## config.mk

```make
export PLATFORM = sky130hd
export DESIGN_NAME = alu_operand_loader_flat
export DESIGN_NICKNAME = d
export VERILOG_FILES = /design/src/rtl/alu_operand_loader_pkg.sv /design/src/rtl/alu_operand_loader_if.sv /design/src/rtl/alu_operand_loader_btn_debouncer.sv /design/src/rtl/alu_operand_loader.sv /design/src/flat_wrapper.sv
export SDC_FILE = /design/constraint.sdc
export NUM_CORES = 1
export LEC_CHECK = 0
export ABC_CLOCK_PERIOD_IN_PS = 3700
export CORE_AREA = 2 2 67 69
export CTS_CLUSTER_SIZE = 10
export DETAILED_ROUTE_END_ITERATION = 10
export DIE_AREA = 0 0 69 71
export SYNTH_ARGS = -nofsm -noshare
export SYNTH_HDL_FRONTEND = slang
export SYNTH_SLANG_ARGS = --single-unit
```

## constraint.sdc

```tcl
create_clock -name i_clk -period 3.7 [get_ports i_clk]
set_input_delay 0.37 -clock i_clk [delete_from_list [all_inputs] [get_ports i_clk]]
set_output_delay 0.37 -clock i_clk [all_outputs]
set_load 0.01 [all_outputs]
```

## src/rtl/alu_operand_loader_pkg.sv

```systemverilog
// Shared definitions for the ALU operand loader: default widths, FSM states
// and the bit positions of the per-field loaded flags.
package alu_pkg;

   localparam int NB_DATA_DEF = 8;
   localparam int NB_OP_DEF   = 6;

   typedef enum logic {
      COLLECT = 1'b0,
      PRESENT = 1'b1
   } state_e;

   localparam int LD_A  = 0;
   localparam int LD_B  = 1;
   localparam int LD_OP = 2;

endpackage

```

## src/rtl/alu_operand_loader_if.sv

```systemverilog
// Operand bundle from the loader (master) to the downstream adder stage (slave).
interface alu_operand_loader_if #(
   parameter int NB_DATA = 8,
   parameter int NB_OP   = 6
);

   // A transfer happens on a rising clock edge where o_valid && i_ready.
   // While o_valid is high the payload is held stable; o_valid never
   // depends on i_ready.
   logic               o_valid;
   logic               i_ready;
   logic [NB_DATA-1:0] o_data_a;
   logic [NB_DATA-1:0] o_data_b;
   logic [NB_OP-1:0]   o_op;
   logic               o_carry;

   modport master (
      output o_valid, o_data_a, o_data_b, o_op, o_carry,
      input  i_ready
   );

   modport slave (
      input  o_valid, o_data_a, o_data_b, o_op, o_carry,
      output i_ready
   );

endinterface

```

## src/rtl/alu_operand_loader_btn_debouncer.sv

```systemverilog
// Level debouncer: the output follows the input only after the input has held
// a new level for DEBOUNCE_CYCLES consecutive cycles; any bounce restarts it.
module btn_debouncer #(
   parameter int DEBOUNCE_CYCLES = 16
) (
   input  logic i_clk,
   input  logic i_rst_n,
   input  logic i_level,
   output logic o_level
);

   localparam int CNT_W = $clog2(DEBOUNCE_CYCLES);

   logic [CNT_W-1:0] cnt_q, cnt_d;
   logic             level_q, level_d;

   always_comb begin
      cnt_d   = cnt_q;
      level_d = level_q;
      if (i_level == level_q) begin
         cnt_d = '0;
      end else if (cnt_q == CNT_W'(DEBOUNCE_CYCLES - 1)) begin
         level_d = i_level;
         cnt_d   = '0;
      end else begin
         cnt_d = cnt_q + CNT_W'(1);
      end
   end

   always_ff @(posedge i_clk or negedge i_rst_n) begin
      if (!i_rst_n) begin
         cnt_q   <= '0;
         level_q <= 1'b0;
      end else begin
         cnt_q   <= cnt_d;
         level_q <= level_d;
      end
   end

   assign o_level = level_q;

endmodule

```

## src/rtl/alu_operand_loader.sv

```systemverilog
// Captures operands A/B and opcode+carry from a shared switch bus on button
// presses and presents them as one bundle. Define ALU_LOADER_DEBOUNCE_EN to
// insert a debouncer after each button synchronizer.
module alu_operand_loader
   import alu_pkg::*;
#(
   parameter int NB_DATA         = NB_DATA_DEF,
   parameter int NB_OP           = NB_OP_DEF,
   parameter int DEBOUNCE_CYCLES = 16
) (
   input  logic                i_clk,
   input  logic                i_rst_n,
   input  logic [NB_DATA-1:0]  i_sw,
   input  logic                i_carry,
   input  logic                i_btn_a,
   input  logic                i_btn_b,
   input  logic                i_btn_op,
   output logic [2:0]          o_loaded,
   output state_e              o_state,
   alu_operand_loader_if.master bus
);

   logic [2:0] btn_raw;
   logic [2:0] sync1_q, sync2_q;
   logic [2:0] level;
   logic [2:0] prev_q;
   logic [1:0] init_q;
   logic [2:0] armed_q;
   logic [2:0] pulse;

   assign btn_raw = {i_btn_op, i_btn_b, i_btn_a};

   // A button only arms once its synchronized level has been seen low after
   // the synchronizer has refilled, so a press held through reset is ignored.
   always_ff @(posedge i_clk or negedge i_rst_n) begin
      if (!i_rst_n) begin
         sync1_q <= '0;
         sync2_q <= '0;
         prev_q  <= '0;
         init_q  <= '0;
         armed_q <= '0;
      end else begin
         sync1_q <= btn_raw;
         sync2_q <= sync1_q;
         prev_q  <= level;
         init_q  <= {init_q[0], 1'b1};
         armed_q <= armed_q | ({3{init_q[1]}} & ~sync2_q);
      end
   end

`ifdef ALU_LOADER_DEBOUNCE_EN
   for (genvar g = 0; g < 3; g++) begin : g_deb
      btn_debouncer #(
         .DEBOUNCE_CYCLES (DEBOUNCE_CYCLES)
      ) u_deb (
         .i_clk   (i_clk),
         .i_rst_n (i_rst_n),
         .i_level (sync2_q[g]),
         .o_level (level[g])
      );
   end
`else
   assign level = sync2_q;
`endif

   assign pulse = level & ~prev_q & armed_q;

   state_e             state_q, state_d;
   logic [2:0]         loaded_q, loaded_d;
   logic [NB_DATA-1:0] a_q, a_d, b_q, b_d;
   logic [NB_OP-1:0]   op_q, op_d;
   logic               carry_q, carry_d;
   logic [2:0]         cap;

   always_comb begin
      state_d  = state_q;
      loaded_d = loaded_q;
      a_d      = a_q;
      b_d      = b_q;
      op_d     = op_q;
      carry_d  = carry_q;
      cap      = 3'b000;
      case (state_q)
         COLLECT: begin
            // Once complete the bundle is frozen for its one settling cycle.
            if (loaded_q == 3'b111) begin
               state_d = PRESENT;
            end else begin
               cap      = pulse;
               loaded_d = loaded_q | pulse;
            end
            if (cap[LD_A])  a_d = i_sw;
            if (cap[LD_B])  b_d = i_sw;
            if (cap[LD_OP]) begin
               op_d    = i_sw[NB_OP-1:0];
               carry_d = i_carry;
            end
         end
         PRESENT: begin
            if (bus.i_ready) begin
               loaded_d = 3'b000;
               state_d  = COLLECT;
            end
         end
         default: begin
            state_d = COLLECT;
         end
      endcase
   end

   always_ff @(posedge i_clk or negedge i_rst_n) begin
      if (!i_rst_n) begin
         state_q  <= COLLECT;
         loaded_q <= '0;
         a_q      <= '0;
         b_q      <= '0;
         op_q     <= '0;
         carry_q  <= 1'b0;
      end else begin
         state_q  <= state_d;
         loaded_q <= loaded_d;
         a_q      <= a_d;
         b_q      <= b_d;
         op_q     <= op_d;
         carry_q  <= carry_d;
      end
   end

   assign bus.o_valid  = (state_q == PRESENT);
   assign bus.o_data_a = a_q;
   assign bus.o_data_b = b_q;
   assign bus.o_op     = op_q;
   assign bus.o_carry  = carry_q;
   assign o_loaded     = loaded_q;
   assign o_state      = state_q;

endmodule

```

## src/flat_wrapper.sv

```systemverilog
// flat-port wrapper written by rule: the top's interface ports become plain ports
module alu_operand_loader_flat import alu_pkg::*;
#(
   parameter int NB_DATA         = NB_DATA_DEF,
   parameter int NB_OP           = NB_OP_DEF,
   parameter int DEBOUNCE_CYCLES = 16
)
  (i_clk, i_rst_n, i_sw, i_carry, i_btn_a, i_btn_b, i_btn_op, o_loaded, o_state, bus_o_valid, bus_o_data_a, bus_o_data_b, bus_o_op, bus_o_carry, bus_i_ready);
  alu_operand_loader_if #(.NB_DATA(NB_DATA), .NB_OP(NB_OP)) bus_i ();
  input  logic i_clk;
  input  logic i_rst_n;
  input  logic [NB_DATA-1:0] i_sw;
  input  logic i_carry;
  input  logic i_btn_a;
  input  logic i_btn_b;
  input  logic i_btn_op;
  output logic [2:0] o_loaded;
  output state_e o_state;
  output wire logic [$bits(bus_i.o_valid)-1:0] bus_o_valid;
  output wire logic [$bits(bus_i.o_data_a)-1:0] bus_o_data_a;
  output wire logic [$bits(bus_i.o_data_b)-1:0] bus_o_data_b;
  output wire logic [$bits(bus_i.o_op)-1:0] bus_o_op;
  output wire logic [$bits(bus_i.o_carry)-1:0] bus_o_carry;
  input wire logic [$bits(bus_i.i_ready)-1:0] bus_i_ready;
  assign bus_o_valid = bus_i.o_valid;
  assign bus_o_data_a = bus_i.o_data_a;
  assign bus_o_data_b = bus_i.o_data_b;
  assign bus_o_op = bus_i.o_op;
  assign bus_o_carry = bus_i.o_carry;
  assign bus_i.i_ready = bus_i_ready;
  alu_operand_loader #(.NB_DATA(NB_DATA), .NB_OP(NB_OP), .DEBOUNCE_CYCLES(DEBOUNCE_CYCLES)) u_core (.i_clk(i_clk), .i_rst_n(i_rst_n), .i_sw(i_sw), .i_carry(i_carry), .i_btn_a(i_btn_a), .i_btn_b(i_btn_b), .i_btn_op(i_btn_op), .o_loaded(o_loaded), .o_state(o_state), .bus(bus_i));
endmodule
```

## Word level (Yosys, flattened, before mapping)

Index checks and enable logic that the tools add are counted.

- Bits in registers: 41
- Input bits: 15
- Output and inout bits: 28
- Word-level logic and storage cells: 34

- Equal/unequal tests: 3
- Muxes and demuxes: 8
- Bitwise gates (word level): 8
- Reduce and logical (&&, ||, !) cells: 4

Operator list:

| kind | number |
|---|---|
| 3-bit two-way mux | 4 |
| 3-bit bitwise AND | 3 |
| 2-bit AND reduction | 4 |
| 3-bit inverter | 2 |
| 3-bit OR | 2 |
| 3-bit one-hot mux with 2 select lines | 1 |
| 2-bit != test, second input constant | 2 |
| 3-bit == test, second input constant | 1 |
| 1-bit two-way mux | 2 |
| 1-bit one-hot mux with 2 select lines | 1 |
| 1-bit inverter | 1 |

## Logic depth before layout (Yosys ltp)

- Word-level depth: 6
- Gate-level depth with buffers: 3
- Gate-level depth less buffers: 3

## Worst setup path after synthesis

Ideal clock, no wire load.

- Kind: register to register
- Start point: reg u_core.loaded_q[2], in the netlist u_core.o_loaded[2]
- End point: reg u_core.a_q[0], in the netlist u_core.bus.o_data_a[0]
- Setup time: 0.125 ns
- Arrival: 1.113 ns
- Required time: 3.575 ns
- Setup slack: 2.462 ns
- Stages on the path, launching flop included: 4
- Path buffers: 0
- Clock period less this slack: 1.238 ns
- Path through: dfrtp_1 -> a31oi_4 -> nand2_2 -> mux2_2

- Longest elaborated chain between the ends: 4

Ends and longest elaborated chain:

| what | line | RTL |
|---|---|---|
| start, declared | alu_operand_loader.sv:69 | `logic [2:0] loaded_q, loaded_d;` |
| start signal, assigned | alu_operand_loader.sv:121 | `loaded_q <= loaded_d;` |
| 3-bit == test | alu_operand_loader.sv:86 | `if (loaded_q == 3'b111) begin` |
| 3-bit two-way mux | alu_operand_loader.sv:86 |  |
| 3-bit two-way mux | alu_operand_loader.sv:83 | `case (state_q)` |
| 2-bit AND reduction (no line) | -- |  |
| end signal, assigned | alu_operand_loader.sv:115 | `a_q <= '0;` |
| end signal, assigned | alu_operand_loader.sv:122 | `a_q <= a_d;` |
| end, declared | alu_operand_loader.sv:70 | `logic [NB_DATA-1:0] a_q, a_d, b_q, b_d;` |

Every way passes these cells. The select of a mux whose other input is x is not followed.
A chain may end at the register's enable or synchronous reset.

## Final worst setup path

- Start point: reg u_core.state_q, in the netlist u_core.bus.o_valid
- End point: out bus_o_valid

RTL lines:

| what | line | RTL |
|---|---|---|
| start, declared | alu_operand_loader.sv:68 | `state_e state_q, state_d;` |
| start signal, assigned | alu_operand_loader.sv:120 | `state_q <= state_d;` |
| end, declared | flat_wrapper.sv:19 | `output wire logic [$bits(bus_i.o_valid)-1:0] bus_o_valid;` |

No word-level cell between the ends.

==> results.md <==
* Pwr/cell area at 824.8 nW/um2
* FF-to-FF setup slack at 2330 ps
* CP cell instances: clkdlybuf4s50_1
* DRT antenna net count at 0
* DR WL met3 at 148 um
* Status: complete, no violations
* Slowest CP cell: clkdlybuf4s50_1
* Grt total ovfl at 0
* Uppermost layer routed: met4
* Detailed-router iteration count before antenna repair at 4
* Final hold violations at 0
* Period utilisation layout at 0.4774
* Post-synth cell types at 13
* Initial DRC count at 36
* Most used DFF post-synth: dfrtp_1
* Share of the synthesized area in the top cell type at 0.7063
* Pins Over Slew Limit at 0
* Post-cts sizing count at 0
* Chip height at 71 um
* Diodes inserted at 0
* Synthesized Nets at 105
* Kind of critical path: reg -> out
* Max Buffers Root-to-Sink at 2
* Post-synthesis register bit count at 41
* Vias in the first global route at 922
* Ys async rst share at 1.000
* Routed WL at 2780 um
* Worst vdd ir at 0.0004564 V
* Area Overhead vs Synth at 39.53%
* Antenna violations before repair at 0
* Cts hold-fix bufs at 0
* Slew @ Worst Pin at 884.1 ps
* Via density at 4.497
* CP bufs+invs at 1
* Fin Setup TNS at 0 ps
* DR vias at 859
* Filler cells at 372
* Die ar. at 4899 um2
* CTS buffer count at 5
* CP Data Arrival Time at 1400 ps
* CP Depth at 1
* Register area share after synthesis at 0.7063
* First-pass GRT wire length at 4623 um
* Wl on met1 at 1212 um
* Worst r2r src: u_core.bus.o_valid
* Routed WL per cell at 14.55 um
* Root buf cell: clkbuf_8
* Post-synth top cells: dfrtp_1 (41), mux2_2 (23), inv_1 (6)
* Wire length on met2 at 1378 um
* Tot GR Track Use at 0.1234
* Min cycle time layout at 1766 ps
* Pleak at 0.0008742 uW
* Fmax at 0.5661 GHz
* Crit path to: bus_o_valid
* Clock Skew at 3.581 ps
* Synth Instances at 90
* Slew headroom at 0.4106
* Placed Cells incl. Taps at 183
* CP top delay family: buffers and inverters
* Max-cap violations at 0
* Synth Cell Area at 1453 um2
* Cell taking the most area after synthesis: dfrtp_1
* Share of cells above drive strength 1 at 0.2590
* Crit path max fanout at 7
* Hold crit path type: in -> async
* Yosys warns at 0
* Starting Density at 0.3455
* Avg Inst Size Synth at 16.14 um2
* I/O pin total at 43
* EDFF count, synth at 0
* Crit path capture type: primary output
* RSZ-0062 raised after global routing: false
* Non-Filler Instances at 191
* Site row count at 24
* Die X at 69 um
* Final setup viols at 0
* Count leader, synth: dfrtp_1
* Top cells by area, synth: dfrtp_1 (71%), mux2_2 (18%), and3b_1 (1.8%), a21o_1 (1.6%), inv_1 (1.6%)
* Reg2Reg Capture Point: u_core.bus.o_data_a[5]
* Sink Count at 41
* Startpoint types: flip-flop
* RePlAce Congestion at 0.7093
* H-tree Lvls at 2
* R2r worst-path depth at 3
* CTS tree: yes
* Nets at 153
* Pin count of the biggest net entering global routing at 42
* DP HPWL at 1955 um
* IO Port Bufs at 42
* Clock slew at reported path FFs at 70 ps
* Post-CTS Setup Bufs at 0
* DRC viols at 0
* Worst-Skew Late Latency at 280 ps
* Core Area at 4204 um2
* Worst Setup SP: u_core.bus.o_valid
* Critical path data required time at 3330 ps
* Util after Layout at 0.4821
* Largest stage delay, worst path at 600 ps
## sequential cells by signal, summed over array words and instances (netlist names)
name,flops
u_core.armed_q,3
u_core.bus.o_valid,1
u_core.bus.o_data_a,8
u_core.o_loaded,3
u_core.init_q,2
u_core.bus.o_carry,1
u_core.sync1_q,3
u_core.bus.o_op,6
u_core.bus.o_data_b,8
u_core.prev_q,3
u_core.level,3
## worst register-to-register path: stages, from the launching register on
cell     delay [ps]
dfrtp_1         480
a31oi_4         250
nand2_2         210
mux2_2          330
## how the worst min path moves through the flow
stage / slack [ps] / end / startpoint / cells after the start
floorplan: 70 / u_core.armed_q[0] / i_rst_n / 0
global placement: 330 / u_core.init_q[1] / u_core.init_q[0] / 0
detailed placement: 330 / u_core.level[2] / u_core.sync1_q[2] / 0
CTS: 230 / u_core.bus.o_data_b[6] / i_rst_n / 1
global route: 270 / u_core.bus.o_data_b[6] / i_rst_n / 1
finish: 210 / u_core.bus.o_data_b[7] / i_rst_n / 1
## cells by family after synthesis
logic type | share of synthesized area
simple gates | 0.04221
mux | 0.1852
compound gates | 0.04307
other cells | 0.002582
flops | 0.7063
buf+inv | 0.02067
## power by group
group / internal (uW) / switching (uW) / total (uW) / leakage [uW]
clock network: 168 / 143 / 312 / 0.0000542
registers: 604 / 107 / 711 / 0.000467
logic: 412 / 237 / 649 / 0.000353
## cells in the final DEF (no fill, tap or decap), drive strengths merged
| cell type | instances |
|---|---|
| a21o | 3 |
| dfrtp | 41 |
| mux2i | 1 |
| clkinv | 1 |
| mux2 | 23 |
| conb | 1 |
| nand2 | 3 |
| buf | 1 |
| inv | 6 |
| clkdlybuf4s50 | 41 |
| clkbuf | 7 |
| o22ai | 3 |
| nand3 | 1 |
| a31oi | 1 |
| and3b | 3 |
| nor2 | 3 |
## through the flow
step	area, um2	worst slack (ps)	hold slack (ps)	power, uW
after floorplan	1453	2462	74.41	990.5
after global placement	1926	2287	332.0	1353
after detailed placement	1926	2254	334.7	1377
after CTS	2027	1930	232.5	1695
after global routing	2027	1898	266.4	1771
final	2027	1934	205.2	1672
## layout make-up
type | instances | area (um2) | share of cell area
inverter | 6 | 22.52 | 0.01111
multi-input combinational | 42 | 396.6 | 0.1957
clock buffer | 7 | 96.34 | 0.04753
tap | 52 | 65.06 | 0.03210
sequential | 41 | 1026 | 0.5062
clock inverter | 1 | 5.005 | 0.002469
timing repair buffer | 42 | 415.4 | 0.2049
## routing by layer
| metal | GRT usage | vias to the layer above |
|---|---|---|
| met2 | 0.1987 | 27 |
| met1 | 0.1512 | 428 |
| li1 | - | 400 |
| met4 | 0.06536 | 0 |
| met5 | 0 | - |
| met3 | 0.03561 | 4 |
Note: power is estimated with default switching activity, not from simulation.
